File: config.mk
export PLATFORM = sky130hd
export DESIGN_NAME = apb_master_bridge
export DESIGN_NICKNAME = d
export VERILOG_FILES = /design/src/rtl/apb_master_pkg.sv /design/src/rtl/apb_master_bridge_addr_decode.sv /design/src/rtl/apb_master_bridge.sv
export SDC_FILE = /design/constraint.sdc
export NUM_CORES = 1
export LEC_CHECK = 0
export ABC_AREA = 1
export ABC_CLOCK_PERIOD_IN_PS = 3900
export BUFFER_PORTS_ARGS = -buffer_cell sky130_fd_sc_hd__buf_2
export CAP_MARGIN = 20
export CORE_AREA = 4 4 114 105
export CTS_CLUSTER_DIAMETER = 200
export CTS_CLUSTER_SIZE = 40
export DETAILED_ROUTE_END_ITERATION = 8
export DIE_AREA = 0 0 118 109
export GPL_TIMING_DRIVEN = 0
export PLACE_DENSITY_LB_ADDON = 0.3
export SLEW_MARGIN = 40
export SYNTH_ARGS = -nofsm -noshare
export SYNTH_HDL_FRONTEND = slang
export SYNTH_SLANG_ARGS = --single-unit
File: constraint.sdc
create_clock -name clk -period 3.9 [get_ports clk]
set_clock_uncertainty 0.05 [all_clocks]
set_input_delay 0.39 -clock clk [delete_from_list [all_inputs] [get_ports clk]]
set_output_delay 0.39 -clock clk [all_outputs]
set_load 0.005 [all_outputs]
File: src/rtl/apb_master_pkg.sv
// Shared types and constants for the APB master bridge.
package apb_master_pkg;

  typedef enum logic [1:0] {
    IDLE   = 2'd0,
    SETUP  = 2'd1,
    ACCESS = 2'd2,
    RESP   = 2'd3
  } state_e;

  localparam logic [1:0] PSEL_NONE = 2'b00;
  localparam logic [1:0] PSEL_GPIO = 2'b01;
  localparam logic [1:0] PSEL_UART = 2'b10;

  localparam int unsigned REGION_GPIO = 0;
  localparam int unsigned REGION_UART = 1;

endpackage

File: src/rtl/apb_master_bridge_addr_decode.sv
// Address field to peripheral select decoder. Unknown regions flag decode_err.
module apb_addr_decode
  import apb_master_pkg::*;
#(
  parameter int FIELD_W = 4
) (
  input  logic [FIELD_W-1:0] field,
  output logic [1:0]         psel,
  output logic               decode_err
);

  // Map region code to a one-hot select; anything else is an error.
  always_comb begin
    psel       = PSEL_NONE;
    decode_err = 1'b1;
    if (field == FIELD_W'(REGION_GPIO)) begin
      psel       = PSEL_GPIO;
      decode_err = 1'b0;
    end else if (field == FIELD_W'(REGION_UART)) begin
      psel       = PSEL_UART;
      decode_err = 1'b0;
    end
  end

endmodule

File: src/rtl/apb_master_bridge.sv
// Host valid/ready to APB master bridge (GPIO / UART slaves).
// Optional APB_TIMEOUT_EN: abort ACCESS after TIMEOUT_CYCLES without pready.
// All outputs are registered; the APB address/data/write hold their last value.
module apb_master_bridge
  import apb_master_pkg::*;
#(
  parameter int SEL_MSB        = 15,
  parameter int SEL_LSB        = 12
`ifdef APB_TIMEOUT_EN
  ,
  parameter int TIMEOUT_CYCLES = 16,
  parameter int TO_W           = 5
`endif
) (
  input  logic        clk,
  input  logic        rst_n,
  input  logic        req_valid,
  output logic        req_ready,
  input  logic        req_write,
  input  logic [31:0] req_addr,
  input  logic [31:0] req_wdata,
  output logic        resp_valid,
  output logic [31:0] resp_rdata,
  output logic        resp_err,
  output logic [1:0]  psel,
  output logic        pen,
  output logic        pwr,
  output logic [31:0] pAdd,
  output logic [31:0] pwData,
  input  logic [31:0] prdata_gpio,
  input  logic [31:0] prdata_uart,
  input  logic        pready
);

  localparam int FIELD_W = SEL_MSB - SEL_LSB + 1;

  state_e      state_q, state_d;
  logic        req_ready_q, req_ready_d;
  logic        resp_valid_q, resp_valid_d;
  logic [31:0] resp_rdata_q, resp_rdata_d;
  logic        resp_err_q, resp_err_d;
  logic [1:0]  psel_q, psel_d;
  logic        pen_q, pen_d;
  logic        pwr_q, pwr_d;
  logic [31:0] pAdd_q, pAdd_d;
  logic [31:0] pwData_q, pwData_d;
`ifdef APB_TIMEOUT_EN
  logic [TO_W-1:0] to_cnt_q, to_cnt_d;
`endif

  logic [1:0] dec_psel;
  logic       dec_err;

  apb_addr_decode #(.FIELD_W(FIELD_W)) u_decode (
    .field      (req_addr[SEL_MSB:SEL_LSB]),
    .psel       (dec_psel),
    .decode_err (dec_err)
  );

  // Next-state and next-output logic; outputs are computed one cycle ahead.
  always_comb begin
    state_d      = state_q;
    req_ready_d  = req_ready_q;
    resp_valid_d = 1'b0;
    resp_rdata_d = resp_rdata_q;
    resp_err_d   = resp_err_q;
    psel_d       = psel_q;
    pen_d        = pen_q;
    pwr_d        = pwr_q;
    pAdd_d       = pAdd_q;
    pwData_d     = pwData_q;
`ifdef APB_TIMEOUT_EN
    to_cnt_d     = to_cnt_q;
`endif
    unique case (state_q)
      IDLE: begin
        req_ready_d = 1'b1;
        if (req_valid) begin
          req_ready_d = 1'b0;
          if (dec_err) begin
            // Bad region: no bus cycle, answer with an error straight away.
            state_d      = RESP;
            resp_valid_d = 1'b1;
            resp_err_d   = 1'b1;
            resp_rdata_d = '0;
          end else begin
            state_d  = SETUP;
            psel_d   = dec_psel;
            pen_d    = 1'b0;
            pwr_d    = req_write;
            pAdd_d   = req_addr;
            pwData_d = req_wdata;
          end
        end
      end
      SETUP: begin
        state_d = ACCESS;
        pen_d   = 1'b1;
`ifdef APB_TIMEOUT_EN
        to_cnt_d = '0;
`endif
      end
      ACCESS: begin
        if (pready) begin
          state_d      = RESP;
          resp_valid_d = 1'b1;
          resp_err_d   = 1'b0;
          resp_rdata_d = pwr_q ? 32'h0 :
                         (psel_q == PSEL_GPIO) ? prdata_gpio : prdata_uart;
          psel_d       = PSEL_NONE;
          pen_d        = 1'b0;
        end
`ifdef APB_TIMEOUT_EN
        else if (to_cnt_q == TO_W'(TIMEOUT_CYCLES - 1)) begin
          // This is the last allowed wait cycle; give up with an error.
          state_d      = RESP;
          resp_valid_d = 1'b1;
          resp_err_d   = 1'b1;
          resp_rdata_d = '0;
          psel_d       = PSEL_NONE;
          pen_d        = 1'b0;
        end else begin
          to_cnt_d = to_cnt_q + 1'b1;
        end
`endif
      end
      RESP: begin
        state_d     = IDLE;
        req_ready_d = 1'b1;
      end
      default: state_d = IDLE;
    endcase
  end

  // State and output registers with asynchronous reset.
  always_ff @(posedge clk or negedge rst_n) begin
    if (!rst_n) begin
      state_q      <= IDLE;
      req_ready_q  <= 1'b1;
      resp_valid_q <= 1'b0;
      resp_rdata_q <= '0;
      resp_err_q   <= 1'b0;
      psel_q       <= PSEL_NONE;
      pen_q        <= 1'b0;
      pwr_q        <= 1'b0;
      pAdd_q       <= '0;
      pwData_q     <= '0;
`ifdef APB_TIMEOUT_EN
      to_cnt_q     <= '0;
`endif
    end else begin
      state_q      <= state_d;
      req_ready_q  <= req_ready_d;
      resp_valid_q <= resp_valid_d;
      resp_rdata_q <= resp_rdata_d;
      resp_err_q   <= resp_err_d;
      psel_q       <= psel_d;
      pen_q        <= pen_d;
      pwr_q        <= pwr_d;
      pAdd_q       <= pAdd_d;
      pwData_q     <= pwData_d;
`ifdef APB_TIMEOUT_EN
      to_cnt_q     <= to_cnt_d;
`endif
    end
  end

  assign req_ready  = req_ready_q;
  assign resp_valid = resp_valid_q;
  assign resp_rdata = resp_rdata_q;
  assign resp_err   = resp_err_q;
  assign psel       = psel_q;
  assign pen        = pen_q;
  assign pwr        = pwr_q;
  assign pAdd       = pAdd_q;
  assign pwData     = pwData_q;

endmodule

; Yosys cells after proc, flatten, opt, wreduce, memory -nomap -nowiden
; Cells that the tools add are included.
[word_totals]
register_bits = 105
in_bits = 133
output_inout_bits = 103
wordCells = 61
[classes]
eq_ne = 9
n_mux = 31
n_bitwise = 1
reduce_logical = 10
[ops]
columns = op, n
row1 = $mux 32, 5
row2 = $pmux 32 s2, 1
row3 = $mux 2, 8
row4 = $reduce_and 4->1, 3
row5 = $mux 1, 11
row6 = $ne 2x2->1 const B, 4
row7 = $pmux 2 s4, 1
row8 = $pmux 1 s2, 3
row9 = $eq 2x1->1 const B, 2
row10 = $eq 2x2->1 const B, 2
row11 = $eq 4x1->1 const B, 1
row12 = $logic_not 4->1, 1
row13 = $pmux 2 s2, 1
row14 = $reduce_bool 2->1, 2
row15 = $pmux 1 s3, 1
row16 = $reduce_and 3->1, 1
row17 = $reduce_bool 3->1, 1
row18 = $logic_not 2->1, 1
row19 = $reduce_and 2->1, 1
row20 = $not 1->1, 1

; Depth between registers and ports, before layout
; Gate-level depths: netlist of the first run.
[depth]
depth_word = 6
mapped_depth = 10
mapped_depth_nobuf = 9

; By module
; From an unflattened synthesis of the first run, not the netlist that was laid out.
[unflattened]
hier_cells = 661
hier_area_um2 = 4999.8
[modules_own_cells]
columns = module, instances, cells_per_inst, area_each_um2, seq_area_each_um2
row1 = apb_master_bridge, 1, 651, 4956.0, 2628.8
row2 = apb_addr_decode, 1, 10, 43.8, 0.0

; Least setup slack after synthesis of the first run
; No wires, ideal clock.
[synth_timing]
path_type = reg2reg
from = reg state_q[0]
to = reg resp_rdata_q[0] (netlist: resp_rdata[0])
setup_ns = 0.116
arrival_time_ns = 1.384
t_required_ns = 3.734
setup_slack_ns = 2.350
stages_incl_launch_ff = 11
path_buffers = 1
synth_period_minus_slack_ns = 1.550
path_cell_list = dfrtp_1 -> inv_1 -> ha_1 -> inv_1 -> nand2_1 -> inv_1 -> nor2_2 -> nand2_1 -> buf_2 -> nand2_1 -> nand2_1
[synth_via]
elab_chain_cells = 3
elab_cells_between_ends = 8
cone_classes = eq/ne (4) / mux (1) / reduce/logical (3)
[synth_lines]
columns = element, line
row1 = from (decl), apb_master_bridge.sv:37  ; state_e state_q, state_d;
row2 = from (signal assigned), apb_master_bridge.sv:152  ; state_q <= state_d;
row3 = $eq 2x2->1 or $logic_not 2->1 (tied branches), apb_master_bridge.sv:75  ; unique case (state_q)
row4 = $ne 2x2->1 (no line) or $reduce_bool 2->1 (tied branches), -
row5 = $reduce_and 4->1 (no line), -
row6 = to (signal assigned), apb_master_bridge.sv:155  ; resp_rdata_q <= resp_rdata_d;
row7 = to (decl), apb_master_bridge.sv:40  ; logic [31:0] resp_rdata_q, resp_rdata_d;
; Parallel ways exist; a longest one is shown, timed or not.
; A chain may end at the register's enable or synchronous reset.

; Worst setup path in the final report of the first run
[layout_timing]
from = reg state_q[0]
to = reg resp_rdata_q[6] (netlist: resp_rdata[6])
; The elaborated chain is that of the path after synthesis.

==> flow_results.org, run 1 <==
** Yosys
- Register bit total from synthesis :: 105
- In this run the cell area of the synthesized design comes to 0.004771 mm².
- A synthesized cell averages 7.454 µm².
- Syn nets :: 777
- Yosys mapped the design onto 16 distinct sky130hd cell types.
- Yosys attributes the largest share of cell area to sky130_fd_sc_hd__dfrtp_1 (55%), sky130_fd_sc_hd__nand2_1 (30%), sky130_fd_sc_hd__nor2_1 (5.4%), sky130_fd_sc_hd__inv_1 (3.3%), sky130_fd_sc_hd__buf_2 (1.9%).
- Largest area contributor in the synthesized netlist :: sky130_fd_sc_hd__dfrtp_1
- For this run, the number of Yosys warnings is 0.
- Yosys top cell area share :: 0.5455
- Of the synthesized area, sequential elements account for 0.5510.
- Synthesis produced 640 cells.

** Setup path
- Startpoint type of the worst setup path :: flop
- Endpoint kind of the worst setup timing path :: flop
- Critical Setup Path Class :: flop to flop
- The worst register-to-register path has a setup slack of 1.93 ns.
- The signal on the critical path passes through inv_1 > ha_1 > inv_1 > nor2_1 > buf_2 > nand2_1 > nor2_1 > nand2_1 > nand2_1.
- At the worst endpoint, the required time is 4.12 ns.
- Maximum fanout along the worst path :: 10
- Slowest stage delay, CP :: 0.41 ns
- Standard cell with the maximum stage delay on the critical path :: sky130_fd_sc_hd__dfrtp_1
- In this design, the critical path's most frequently occurring cell is sky130_fd_sc_hd__nand2_1.
- CP arrival :: 2.18 ns

** Floorplanning
- Starting utilization of the core area :: 0.4450
- The floorplan step set the die width to 118 µm.
- Height of the die :: 109 µm
- Core Area :: 0.01072 mm²
- The floorplan has 36 rows.
- The die covers 0.01286 mm².
- Boundary Pins :: 236

** Clocking
- Post-CTS repair changed the size of 0 cells.
- After clock tree synthesis, the clock-pin slew on the worst setup and hold paths is 0.08 ns.
- Number of buffers inserted by hold repair at cts :: 1
- TritonCTS clock tree :: yes
- Once the clock tree was built, the setup fixing pass inserted 0 buffers.
- Clock net sink count :: 105
- The clock tree synthesis step divided the H-tree into 3 levels.
- Total clock buffers created by CTS :: 9
- At the later pin of the worst-skew pair, clock insertion delay measures 0.33 ns.
- No sink is reached through more buffers than the 2 on the longest clock path.
- Clock tree root driver cell :: sky130_fd_sc_hd__clkbuf_16

** Global route
- The total overflow left after global routing is 0.
- Entering global routing, the biggest net connects 54 pins.
- Initial antenna violation count :: 0
- GRT Total Usage :: 0.1979
- Global-route wire length before repair :: 20550 µm
- The number of global-route vias before repair came to 4263.

** Final layout
- End-of-flow core utilization :: 0.6031
- Highest-count cells in the layout ignoring fill and taps :: sky130_fd_sc_hd__nand2_1 (375), sky130_fd_sc_hd__buf_2 (252), sky130_fd_sc_hd__dfrtp_1 (104)
- Registers take 0.002629 mm².
- From synthesis to final layout, the design area changed by 35.51%.
- 0 antenna diodes ended up in the layout.
- Combined area of the multi-input logic cells :: 0.001793 mm²
- Fill cell instance count of the final layout :: 1055
- Count of nets after finishing :: 1025
- Most common cell after layout, fill and taps aside :: sky130_fd_sc_hd__nand2_1
- Fraction of final layout cells sized beyond drive strength 1 :: 0.3214

** Drt
- For this block, the routed nets add up to 12760 µm of wire.
- Vias :: 4576
- Number of detailed-routing iterations run before antenna repair :: 4
- Dividing the detail-routed via count by the number of cells gives 4.460.
- Antenna Nets Post-Route :: 0
- Post-detailed-route DRC marker count :: 0
- Wirelength per Cell :: 12.44 µm
- The detailed router finished its first iteration with 307 violations.

** Pwr
- IR analysis of the VDD net gives a maximum drop of 0.3491 mV.
- Leakage component of the power :: 4.197 nW
- Dividing total power by cell area gives a power density of 679.0 mW/mm².

** Placed design
- Port Buffers :: 235
- Once detailed placement completed, the half-perimeter wirelength came to 9900 µm.
- Routability-driven placement finished with a final weighted congestion of 0.7976.

** STA
- At the pin with the least slew margin, the transition time is 0.4738 ns.
- Setup repair after global routing left no endpoint under its margin.
- Setup TNS Final :: 0 ns
- Slew Limit Fails :: 0
- Worst rel slew slack :: 0.6830
- Based on the critical path, the design can be clocked at up to 0.5088 GHz.
- Dividing the final minimum period by the clock period gives 0.5039.
- Clock period minus worst slack :: 1.965 ns
- Setup violations remaining at the end of the flow were counted as 0.
- Final Hold Violating Endpoints :: 0

** Run status
- Run status :: completed

** Flow run
- # Max-Cap Violations :: 0

** Worst hold path
- In this run the worst hold path is classified as input port to flop.
metal layers:
metal	global-route usage	routed length [µm]	share of wire	vias up
li1	-	-	-	2366
met1	0.2528	5560	0.44	2056
met2	0.3254	6252	0.49	127
met3	0.05135	621	0.049	27
met4	0.07950	328	0.026	0
met5	0	0	0	-
stage by stage:
stage	hold WS, ns	total power [mW]	std cells	cell area [µm²]	setup WS [ns]
final	0.1964	4.389	1026	6465	1.935
after global routing	0.1882	4.784	1026	6465	1.713
after CTS	0.1813	4.454	1026	6465	1.947
after detailed placement	0.2784	3.525	1009	6151	1.966
after global placement	0.3986	3.481	1008	6113	1.221
after floorplan	0.04441	2.714	640	4771	2.350
synth_stat cells:
master / number
sky130_fd_sc_hd__dfstp_2: 1
sky130_fd_sc_hd__buf_2: 18
sky130_fd_sc_hd__buf_6: 6
sky130_fd_sc_hd__dfrtp_1: 104
sky130_fd_sc_hd__nand3_2: 1
sky130_fd_sc_hd__ha_1: 4
sky130_fd_sc_hd__inv_1: 42
sky130_fd_sc_hd__nor2_2: 3
sky130_fd_sc_hd__nand3_1: 3
sky130_fd_sc_hd__clkbuf_1: 4
sky130_fd_sc_hd__o21ai_0: 3
sky130_fd_sc_hd__nor2_4: 1
sky130_fd_sc_hd__o22ai_1: 1
sky130_fd_sc_hd__inv_2: 5
sky130_fd_sc_hd__nand2_1: 375
sky130_fd_sc_hd__nor2_1: 69
critical path, delay by kind of cell (launching register included):
family                   cells  cell delay (ns)
flip-flops                   1             0.41
buffers and inverters        3             0.51
adder cells (fa/ha/maj)      1             0.19
AND/OR/NAND/NOR              5             0.73
final cells by class:
cell class,instances,area share
buffer,28,0.02671
multi-input combinational,460,0.2773
timing repair buffer,237,0.1893
sequential,105,0.4066
tap,133,0.02574
clock inverter,7,0.01219
inverter,47,0.02729
clock buffer,9,0.03484
registers in the layout, summed over array words and instances (netlist names):
name	flops
pAdd	32
resp_valid	1
psel	2
pen	1
state_q	2
pwData	32
resp_err	1
resp_rdata	32
pwr	1
req_ready	1
report_power, final:
| part | switching [mW] | internal [mW] |
|---|---|---|
| Combinational | 1.01 | 0.706 |
| Sequential | 0.225 | 1.53 |
| Clock | 0.407 | 0.505 |
final timing paths:
check,to,cells after the start,from
max,resp_rdata[6],9,state_q[0]
min,pwData[10],3,req_wdata[10]
max reg2reg,resp_rdata[6],9,state_q[0]
min reg2reg,pAdd[23],2,pAdd[23]
max in group asynchronous,pAdd[29],3,rst_n
min in group asynchronous,resp_rdata[10],2,rst_n
cell families after synthesis:
kind of cell / share of synthesized area
compound gates: 0.004458
fa+ha+maj: 0.01049
buf+inv: 0.07317
flops: 0.5510
simple gates: 0.3609
Power figures use the tool's default switching activity.
==> inputs of run 2 (changes only) <==
--- a/config.mk
+++ b/config.mk
@@ -5,15 +5,15 @@
 export SDC_FILE = /design/constraint.sdc
 export NUM_CORES = 1
 export LEC_CHECK = 0
-export ABC_AREA = 1
-export ABC_CLOCK_PERIOD_IN_PS = 3900
+export ABC_AREA = 0
+export ABC_CLOCK_PERIOD_IN_PS = 1700
 export BUFFER_PORTS_ARGS = -buffer_cell sky130_fd_sc_hd__buf_2
 export CAP_MARGIN = 20
-export CORE_AREA = 4 4 114 105
+export CORE_AREA = 4 4 118 109
 export CTS_CLUSTER_DIAMETER = 200
 export CTS_CLUSTER_SIZE = 40
 export DETAILED_ROUTE_END_ITERATION = 8
-export DIE_AREA = 0 0 118 109
+export DIE_AREA = 0 0 122 113
 export GPL_TIMING_DRIVEN = 0
 export PLACE_DENSITY_LB_ADDON = 0.3
 export SLEW_MARGIN = 40
==> constraint.sdc (replaced) <==
create_clock -name clk -period 1.7 [get_ports clk]
set_clock_uncertainty 0.05 [all_clocks]
set_input_delay 0.17 -clock clk [delete_from_list [all_inputs] [get_ports clk]]
set_output_delay 0.17 -clock clk [all_outputs]
set_load 0.005 [all_outputs]
==> run 2 against run 1 <==
  * The run now ends with negative setup slack left
  * Critical endpoint is now resp_rdata[26]
  * Largest power group is now combinational logic
  * Cell area up 23%
  * First-iteration DRC count down 31%
  * Routed wire length up 22%
  * Global-route usage up 2.4 points
  * Sequential share of layout area down 7.7 points
  * Non-clock buffer count up 50
  * Critical path depth down 2
  * Synthesized cell count down 47%
==> flow_results.org, run 2 <==
** STA
- The final setup violation count is 101 (was 0).
- Final Hold Violating Endpoints :: 0 (unchanged)
- RSZ-0062 raised after global routing :: true (was false)
- Slew Limit Fails :: 0 (unchanged)
- Clock period minus worst slack :: 2.030 ns (was 1.965 ns)
- The highest clock frequency the design can meet is 0.4925 GHz (was 0.5088 GHz).
- The minimum setup slack in the final design is -0.3304 ns (was 1.935 ns).
- Crit share post-route :: 1.194 (was 0.5039)
- The slew at the pin closest to its max-slew limit was 0.7543 ns (was 0.4738 ns).
- Fin Hold WS :: 0.002925 ns (was 0.1964 ns)
- The worst slew slack as a fraction of its limit was 0.4971 (was 0.6830).
- Setup TNS Final :: -25.14 ns (was 0 ns)

** Yosys
- The synthesized netlist cell count was 337 (was 640).
- Leading register cell type out of synthesis :: sky130_fd_sc_hd__dfrtp_1 (unchanged)
- Leading cell types by total area after synthesis: sky130_fd_sc_hd__dfrtp_1 (54%), sky130_fd_sc_hd__mux2_1 (15%), sky130_fd_sc_hd__o31ai_2 (7.6%), sky130_fd_sc_hd__mux2i_1 (6.9%), sky130_fd_sc_hd__o41ai_1 (6.0%) (was sky130_fd_sc_hd__dfrtp_1 (55%), sky130_fd_sc_hd__nand2_1 (30%), sky130_fd_sc_hd__nor2_1 (5.4%), sky130_fd_sc_hd__inv_1 (3.3%), sky130_fd_sc_hd__buf_2 (1.9%)).
- The complex-gate fraction of the synthesized area was 0.1548 (was 0.004458).
- Mapped Avg Cell Area :: 14.20 µm² (was 7.454 µm²)
- Synth Area in Simple Gates :: 0.02641 (was 0.3609)
- The largest area contributor in the synthesized netlist is sky130_fd_sc_hd__dfrtp_1 (unchanged).
- The mux contribution to synthesized area came to 0.2173 (was 0).
- The post-synthesis share of cell area spent on xor and xnor gates was 0 (unchanged).
- Syn nets :: 474 (was 777)
- The portion of the post-synthesis area used by sequential elements is 0.5494 (was 0.5510).
- Top-count cell post-synth :: sky130_fd_sc_hd__dfrtp_1 (was sky130_fd_sc_hd__nand2_1)
- Register bit total from synthesis :: 105 (unchanged)
- The adder and majority gate portion of the synthesized area was 0.01046 (was 0.01049).
- The cell area after technology mapping is 0.004785 mm² (was 0.004771 mm²).
- The proportion of netlist area held by the largest area contributor came to 0.5439 (was 0.5455).
- Ys async rst share :: 1.000 (unchanged)
- The dominant combinational cell family by area after synthesis is multiplexers (was simple AND/OR/NAND/NOR gates).
- List of most frequent post-synthesis cells: sky130_fd_sc_hd__dfrtp_1 (104), sky130_fd_sc_hd__mux2_1 (63), sky130_fd_sc_hd__mux2i_1 (33), sky130_fd_sc_hd__o41ai_1 (33), sky130_fd_sc_hd__o31ai_2 (29) (was sky130_fd_sc_hd__nand2_1 (375), sky130_fd_sc_hd__dfrtp_1 (104), sky130_fd_sc_hd__nor2_1 (69)).
- Number of distinct library cells after synthesis :: 29 (was 16)
- Count of flip-flops with a built-in enable after synthesis :: 0 (unchanged)
- Yosys warning total :: 0 (unchanged)

** Clocking
- Clock tree root driver cell :: sky130_fd_sc_hd__clkbuf_16 (unchanged)
- The clock input transition at the sequential cells of the worst setup and hold paths was 0.08 ns (about the same).
- Skew-Pair Late Insertion Delay :: 0.35 ns (was 0.33 ns)
- Total clock buffers created by CTS :: 9 (unchanged)
- Maximum level of the CTS H-tree :: 3 (unchanged)
- The number of clock sinks is 105 (unchanged).
- The clock tree from TritonCTS was yes (unchanged).
- Worst-case clock buffer depth :: 2 (unchanged)

** Setup path
- The worst-path maximum fanout came to 6 (was 10).
- Endpoint kind of the worst setup timing path :: flop (unchanged)
- Crit path cell chain :: inv_2 > ha_4 > nor2b_4 > or4_4 > buf_6 > buf_12 > o31ai_4 (was inv_1 > ha_1 > inv_1 > nor2_1 > buf_2 > nand2_1 > nor2_1 > nand2_1 > nand2_1)
- The kind of start point of the critical path is a flop (unchanged).
- The logic depth of the worst register-to-register path was 7 (was 9).
- Required @ worst endpoint :: 1.91 ns (was 4.12 ns)
- Critical Path Source :: state_q[1] (was state_q[0])
- The capture point of the critical path is resp_rdata[26] (was resp_rdata[6]).
- The peak per-stage delay on the critical path is 0.60 ns (was 0.41 ns).
- The startpoint of the lowest-slack register-to-register path is state_q[1] (was state_q[0]).
- Standard cell with the maximum stage delay on the critical path :: sky130_fd_sc_hd__or4_4 (was sky130_fd_sc_hd__dfrtp_1)
- The path type of the worst setup path was flop to flop (unchanged).
- Reg2Reg Capture Point :: resp_rdata[26] (was resp_rdata[6])
- The slack of the worst reg-to-reg path is -0.33 ns (was 1.93 ns).
- The worst path arrival time was 2.24 ns (was 2.18 ns).

** Placed design
- The worst slack at placement is -0.5462 ns (was 1.966 ns).
- The placed standard-cell area was 0.006296 mm² (was 0.006151 mm²).
- Placed wire-length estimate after detailed placement :: 10050 µm (was 9900 µm)
- The final weighted congestion of routability-driven global placement was 0.7521 (was 0.7976).
- The number of input and output port buffers inserted was 235 (unchanged).

** Run status
- Run status :: complete, but fails checks (was completed)
- The final reports fail on negative setup slack.

** Final layout
- Count of nets after finishing :: 767 (was 1025)
- Most common cell after layout, fill and taps aside :: sky130_fd_sc_hd__buf_2 (was sky130_fd_sc_hd__nand2_1)
- Highest-count cells in the layout ignoring fill and taps: sky130_fd_sc_hd__buf_2 (236), sky130_fd_sc_hd__dfrtp_1 (104), sky130_fd_sc_hd__mux2_4 (54) (was sky130_fd_sc_hd__nand2_1 (375), sky130_fd_sc_hd__buf_2 (252), sky130_fd_sc_hd__dfrtp_1 (104)).
- The cell area after layout is 0.007981 mm² (was 0.006465 mm²).
- Fraction of final layout cells sized beyond drive strength 1 :: 0.6845 (was 0.3214)
- The number of antenna diodes was 0 (unchanged).
- The layout overhead on the synthesized area is 66.81% (was 35.51%).
- End-of-flow core utilization :: 0.6796 (was 0.6031)

** Floorplanning
- Boundary Pins :: 236 (unchanged)
- Core Area :: 0.01174 mm² (was 0.01072 mm²)
- Height of the die :: 113 µm (was 109 µm)
- The floorplan die area came to 0.01379 mm² (was 0.01286 mm²).
- The initial core utilization was 0.4074 (was 0.4450).
- Width of the chip :: 122 µm (was 118 µm)
- The cell row count is 38 (was 36).

** Worst hold path
- Classification of the worst-slack hold path :: input port to flop (unchanged)
- The launch point of the worst hold path is req_wdata[28] (was req_wdata[10]).

** Global route
- The total track usage was 0.2223 (was 0.1979).
- Global-route wire length before repair :: 23950 µm (was 20550 µm)
- Maximum number of pins on one net before global-route repair :: 64 (was 54)
- Overflow left after global routing :: 0 (unchanged)
- Initial antenna violation count :: 0 (unchanged)
- The number of global-route vias before repair is 4447 (was 4263).

** Flow run
- The number of violations of the max-capacitance limit was 0 (unchanged).

** Drt
- Via density :: 5.189 (was 4.460)
- The post-detailed-route count of antenna-violating nets was 0 (unchanged).
- Post-detailed-route DRC marker count :: 0 (unchanged)
- The first-pass iteration count of the detailed router is 4 (unchanged).
- The wire length reported by the detailed router came to 15540 µm (was 12760 µm).
- Number of DRC markers in iteration 0 :: 212 (was 307)
- Wirelength per Cell :: 19.57 µm (was 12.44 µm)
- The count of vias placed by the detailed router came to 4120 (was 4576).

** Pwr
- The ratio of total power to cell area came to 1687 mW/mm² (was 679.0 mW/mm²).
- The leakage power of the design came to 3.890 nW (was 4.197 nW).
- VDD IR max :: 1.035 mV (was 0.3491 mV)
==> run 2: worst min path at each step <==
stage                     slack, ns  depth (start not counted)        endpoint
after floorplan               -0.18                          0         pAdd[0]
after detailed placement       0.03                          1  resp_rdata[13]
after global placement         0.34                          2       pwData[9]
after CTS                   0.00001                          2      pwData[29]
after global routing         -0.003                          2      pwData[27]
final                         0.003                          2      pwData[28]
==> run 2: cells by family (layout without fill, tap and decap cells) <==
group	count (synthesis)	count (layout)
flops	105	105
mux	96	96
compound gates	74	74
buf+inv	40	337
simple gates	18	18
fa+ha+maj	4	4
==> run 2: power by group <==
group	switching [mW]	internal (mW)	total, mW	leakage [nW]
clock network	0.998	1.01	2.01	0.130
logic	3.42	3.62	7.04	2.40
registers	0.762	3.65	4.41	1.36
total	5.18	8.29	13.5	3.89
==> run 2: final cells by class <==
class	count	area (µm²)
Multi-Input combinational cell	192	2700
Clock inverter	6	52.55
Inverter	7	26.28
Fill cell	834	3762
Buffer	28	277.8
Sequential cell	105	2629
Tap cell	160	200.2
Clock buffer	9	225.2
Timing Repair Buffer	287	1871
==> run 2: layer usage <==
layer | GRT usage | part of all wire | up-vias
li1 | - | - | 1879
met1 | 0.2713 | 0.40 | 2028
met2 | 0.3962 | 0.52 | 190
met3 | 0.04048 | 0.063 | 23
met4 | 0.07394 | 0.017 | 0
met5 | 0 | 0 | -
==> run 2: repair_timing <==
action,4_1_cts,5_1_grt
gates resized for setup,160,31
setup buffers,21,3
cloned,8,0
hold buffers,18,4
hold endpoints to repair,59,4
pin swaps,4,5
endpoints found under the setup margin,100,103
==> run 2: critical path: cells and delay by family (launching register included) <==
family / cells / cell delay, ns
fa+ha+maj: 1 / 0.18
flops: 1 / 0.42
simple gates: 2 / 0.74
compound gates: 1 / 0.17
buf+inv: 3 / 0.37
==> run 2: metrics by stage <==
step                      power (mW)  std cells
after floorplan                7.117        337
after global placement         9.062        732
after detailed placement       9.248        733
after CTS                      13.23        792
after global routing           14.25        794
final                          13.46        794
==> inputs of run 3 (changes only) <==
--- a/config.mk
+++ b/config.mk
@@ -6,7 +6,7 @@
 export NUM_CORES = 1
 export LEC_CHECK = 0
 export ABC_AREA = 0
-export ABC_CLOCK_PERIOD_IN_PS = 1700
+export ABC_CLOCK_PERIOD_IN_PS = 1740
 export BUFFER_PORTS_ARGS = -buffer_cell sky130_fd_sc_hd__buf_2
 export CAP_MARGIN = 20
 export CORE_AREA = 4 4 118 109
@@ -15,7 +15,7 @@
 export DETAILED_ROUTE_END_ITERATION = 8
 export DIE_AREA = 0 0 122 113
 export GPL_TIMING_DRIVEN = 0
-export PLACE_DENSITY_LB_ADDON = 0.3
+export PLACE_DENSITY = 0.76
 export SLEW_MARGIN = 40
 export SYNTH_ARGS = -nofsm -noshare
 export SYNTH_HDL_FRONTEND = slang
==> constraint.sdc (replaced) <==
create_clock -name clk -period 1.74 [get_ports clk]
set_clock_uncertainty 0.05 [all_clocks]
set_input_delay 0.174 -clock clk [delete_from_list [all_inputs] [get_ports clk]]
set_output_delay 0.174 -clock clk [all_outputs]
set_load 0.005 [all_outputs]
==> run 3 against run 2 <==
  * The flow still finishes with violations (negative setup slack)
  * Cell area decreased by 3.9%
  * Routed wire length decreased by 3.1%
  * Sequential cell count unchanged
  * Die area unchanged
  * Fmax increased by 1.2%
  * Cell count increased by 2.1%
  * Global-route usage decreased by 0.53 points
  * Via count decreased by 0.58%
  * Critical endpoint is now resp_rdata[7]
  * Total power decreased by 11%
==> flow_results.org, run 3 (synthesized netlist as in run 2, its figures left out) <==
** Clocking
- The master cell of the clock root buffer is sky130_fd_sc_hd__clkbuf_16 (unchanged).
- The CTS buffer count is 9 (unchanged).
- Skew-Pair Late Insertion Delay :: 0.35 ns (about the same)
- Clock Pin Slew Worst Setup and Hold Paths :: 0.07 ns (was 0.08 ns)
- The maximum number of buffers from clock root to sink came to 2 (unchanged).
- TritonCTS clock tree :: yes (unchanged)
- Maximum level of the CTS H-tree :: 3 (unchanged)
- The number of clock sinks is 105 (unchanged).

** Final layout
- Total non-filler cell area in the finished layout :: 0.007672 mm² (was 0.007981 mm²)
- Highest-count cells in the layout ignoring fill and taps: sky130_fd_sc_hd__buf_2 (236), sky130_fd_sc_hd__dfrtp_1 (103), sky130_fd_sc_hd__mux2_1 (59) (was sky130_fd_sc_hd__buf_2 (236), sky130_fd_sc_hd__dfrtp_1 (104), sky130_fd_sc_hd__mux2_4 (54)).
- The number of nets in the finished design came to 783 (was 767).
- The most common cell after layout, fill and taps aside was sky130_fd_sc_hd__buf_2 (unchanged).
- The final-layout fill cell count is 866 (was 834).
- Syn-to-layout area delta :: 60.36% (was 66.81%)
- The area of all sequential standard cells was 0.002630 mm² (was 0.002629 mm²).
- N_diodes :: 0 (unchanged)
- The post-route non-filler standard cell count was 811 (was 794).
- The share of cells above drive strength 1 was 0.5607 (was 0.6845).
- End-of-flow core utilization :: 0.6533 (was 0.6796)
- Combined area of the multi-input logic cells :: 0.002276 mm² (was 0.002700 mm²)

** Placed design
- The post-DP HPWL came to 10060 µm (was 10050 µm).
- Placed cell count :: 733 (unchanged)
- The final weighted congestion of routability-driven global placement is 0.7630 (was 0.7521).
- Port Buffers :: 235 (unchanged)
- Setup slack after placement :: -0.4912 ns (was -0.5462 ns)
- Placed cell areas :: 0.006236 mm² (was 0.006296 mm²)

** Setup path
- Reg2Reg Capture Point :: resp_rdata[7] (was resp_rdata[26])
- The startpoint of the lowest-slack register-to-register path was state_q[0] (was state_q[1]).
- The path type of the worst setup path was flop to flop (unchanged).
- Required @ worst endpoint :: 1.94 ns (was 1.91 ns)
- Critical Path Source :: state_q[0] (was state_q[1])
- The worst path arrival time came to 2.21 ns (was 2.24 ns).
- The slack of the worst reg-to-reg path is -0.27 ns (was -0.33 ns).
- Endpoint kind of the worst setup timing path :: flop (unchanged)
- Depth of the worst register-to-register path :: 6 (was 7)
- The kind of start point of the critical path was a flop (unchanged).
- Maximum fanout along the worst path :: 10 (was 6)

** Pwr
- The leakage power of the design came to 3.803 nW (was 3.890 nW).
- The register share of total power is 0.354 (was 0.328).
- VDD IR max :: 1.142 mV (was 1.035 mV)
- The switching part of the total power was 0.3713 (was 0.3845).
- Part of the power in combinational logic :: 0.477 (was 0.523)
- The switching power is 4.472 mW (was 5.177 mW).
- Pwr Total :: 12.05 mW (was 13.46 mW)
- Power share of the clock group :: 0.169 (was 0.149)
- The internal portion of total power is 7.573 mW (was 8.286 mW).
- The ratio of total power to cell area is 1570 mW/mm² (was 1687 mW/mm²).

** Floorplanning
- The I/O pin count was 236 (unchanged).
- Width of the chip :: 122 µm (unchanged)
- Height of the die :: 113 µm (unchanged)
- The floorplan die area was 0.01379 mm² (unchanged).
- The cell row count was 38 (unchanged).
- The floorplan core area came to 0.01174 mm² (unchanged).
- Starting utilization of the core area :: 0.4074 (unchanged)

** STA
- Fin Hold WS :: 0.006714 ns (was 0.002925 ns)
- The minimum setup slack in the final design is -0.2667 ns (was -0.3304 ns).
- The final period utilization was 1.153 (was 1.194).
- RSZ-0062 raised after global routing: true (unchanged).
- Slew Limit Fails :: 0 (unchanged)
- Clock period minus worst slack :: 2.007 ns (was 2.030 ns)
- Measured slew at the worst slew-check pin :: 0.7487 ns (was 0.7543 ns)
- The worst slew slack as a fraction of its limit came to 0.5008 (was 0.4971).
- # setup viols final :: 96 (was 101)
- The highest clock frequency the design can meet came to 0.4983 GHz (was 0.4925 GHz).
- The setup TNS after final layout is -16.07 ns (was -25.14 ns).
- The final hold violation count came to 0 (unchanged).

** Drt
- Total wirelength of the detailed-routed design :: 15060 µm (was 15540 µm)
- Wirelength per Cell :: 18.57 µm (was 19.57 µm)
- The post-detailed-route count of antenna-violating nets is 0 (unchanged).
- The count of vias placed by the detailed router was 4096 (was 4120).
- Number of DRC markers in iteration 0 :: 208 (was 212)
- Via density :: 5.051 (was 5.189)
- Number of detailed-routing iterations run before antenna repair :: 4 (unchanged)
- Post-detailed-route DRC marker count :: 0 (unchanged)

** Global route
- GRT Total Usage :: 0.2170 (was 0.2223)
- Maximum number of pins on one net before global-route repair :: 78 (was 64)
- The number of global-route vias before repair came to 4439 (was 4447).
- Initial antenna violation count :: 0 (unchanged)
- Global-route wire length before repair :: 23130 µm (was 23950 µm)
- Overflow left after global routing :: 0 (unchanged)

** Worst hold path
- Destination of the worst hold path :: pAdd[25] (was pwData[28])
- The hold path depth is 2 (unchanged).
- Hold Path Origin :: req_addr[25] (was req_wdata[28])
- The worst hold path class is input port to flop (unchanged).

** Run status
- Violated checks: negative setup slack (unchanged).
- Run status: complete, but fails checks (unchanged).

** Flow run
- The number of violations of the max-capacitance limit came to 0 (unchanged).
## run 3: power groups by stage
| stage | combinational, mW | sequential, mW | clock, mW |
|---|---|---|---|
| after detailed placement | 4.73 | 4.20 | 0 |
| after CTS | 5.57 | 4.21 | 2.07 |
| final | 5.75 | 4.26 | 2.04 |
| after floorplan | 2.63 | 4.23 | 0 |
| after global routing | 6.21 | 4.40 | 2.16 |
| after global placement | 4.58 | 4.14 | 0 |
## run 3: area by class of cell
| type | instances | share of cell area |
|---|---|---|
| well taps | 160 | 0.02609 |
| flip-flops and latches | 105 | 0.3428 |
| clock inverters | 2 | 0.004892 |
| clock buffers | 14 | 0.03311 |
| multi-input cells | 192 | 0.2966 |
| inverters | 7 | 0.003425 |
| repair buffers | 300 | 0.2554 |
| plain buffers | 31 | 0.03767 |
## run 3: worst max-delay path by stage
stage,cells after the start,end,slack [ns]
3_5_place_dp,7,psel[0],-0.49
4_1_cts,6,resp_rdata[16],-0.25
5_1_grt,6,resp_rdata[7],-0.33
2_1_floorplan,8,resp_rdata[10],-0.19
3_3_place_gp,1,pwData[20],-0.66
6_report,6,resp_rdata[7],-0.27
## run 3: per-layer routing
| layer | global-route usage | vias up | wire length [µm] |
|---|---|---|---|
| li1 | - | 1894 | - |
| met1 | 0.2442 | 1991 | 5691 |
| met2 | 0.3862 | 186 | 7728 |
| met3 | 0.06297 | 25 | 1286 |
| met4 | 0.08514 | 0 | 351 |
| met5 | 0 | - | 0 |
## run 3: worst max-delay path, cell delays in order (launching register included)
cell and delay (ns):
sky130_fd_sc_hd__dfrtp_1 0.40, sky130_fd_sc_hd__inv_2 0.08, sky130_fd_sc_hd__ha_4 0.19, sky130_fd_sc_hd__nor2b_4 0.14, sky130_fd_sc_hd__or4_4 0.63, sky130_fd_sc_hd__buf_12 0.20
sky130_fd_sc_hd__o31ai_2 0.21
## run 3: repair_timing
item | 4_1_cts | 5_1_grt
cloned | 7 | 0
setup buffers | 13 | 2
pin swaps | 2 | 1
hold buffers | 42 | 0
setup endpoints to repair | 100 | 102
resized for setup | 79 | 21
endpoints found under the hold margin | 145 | 0
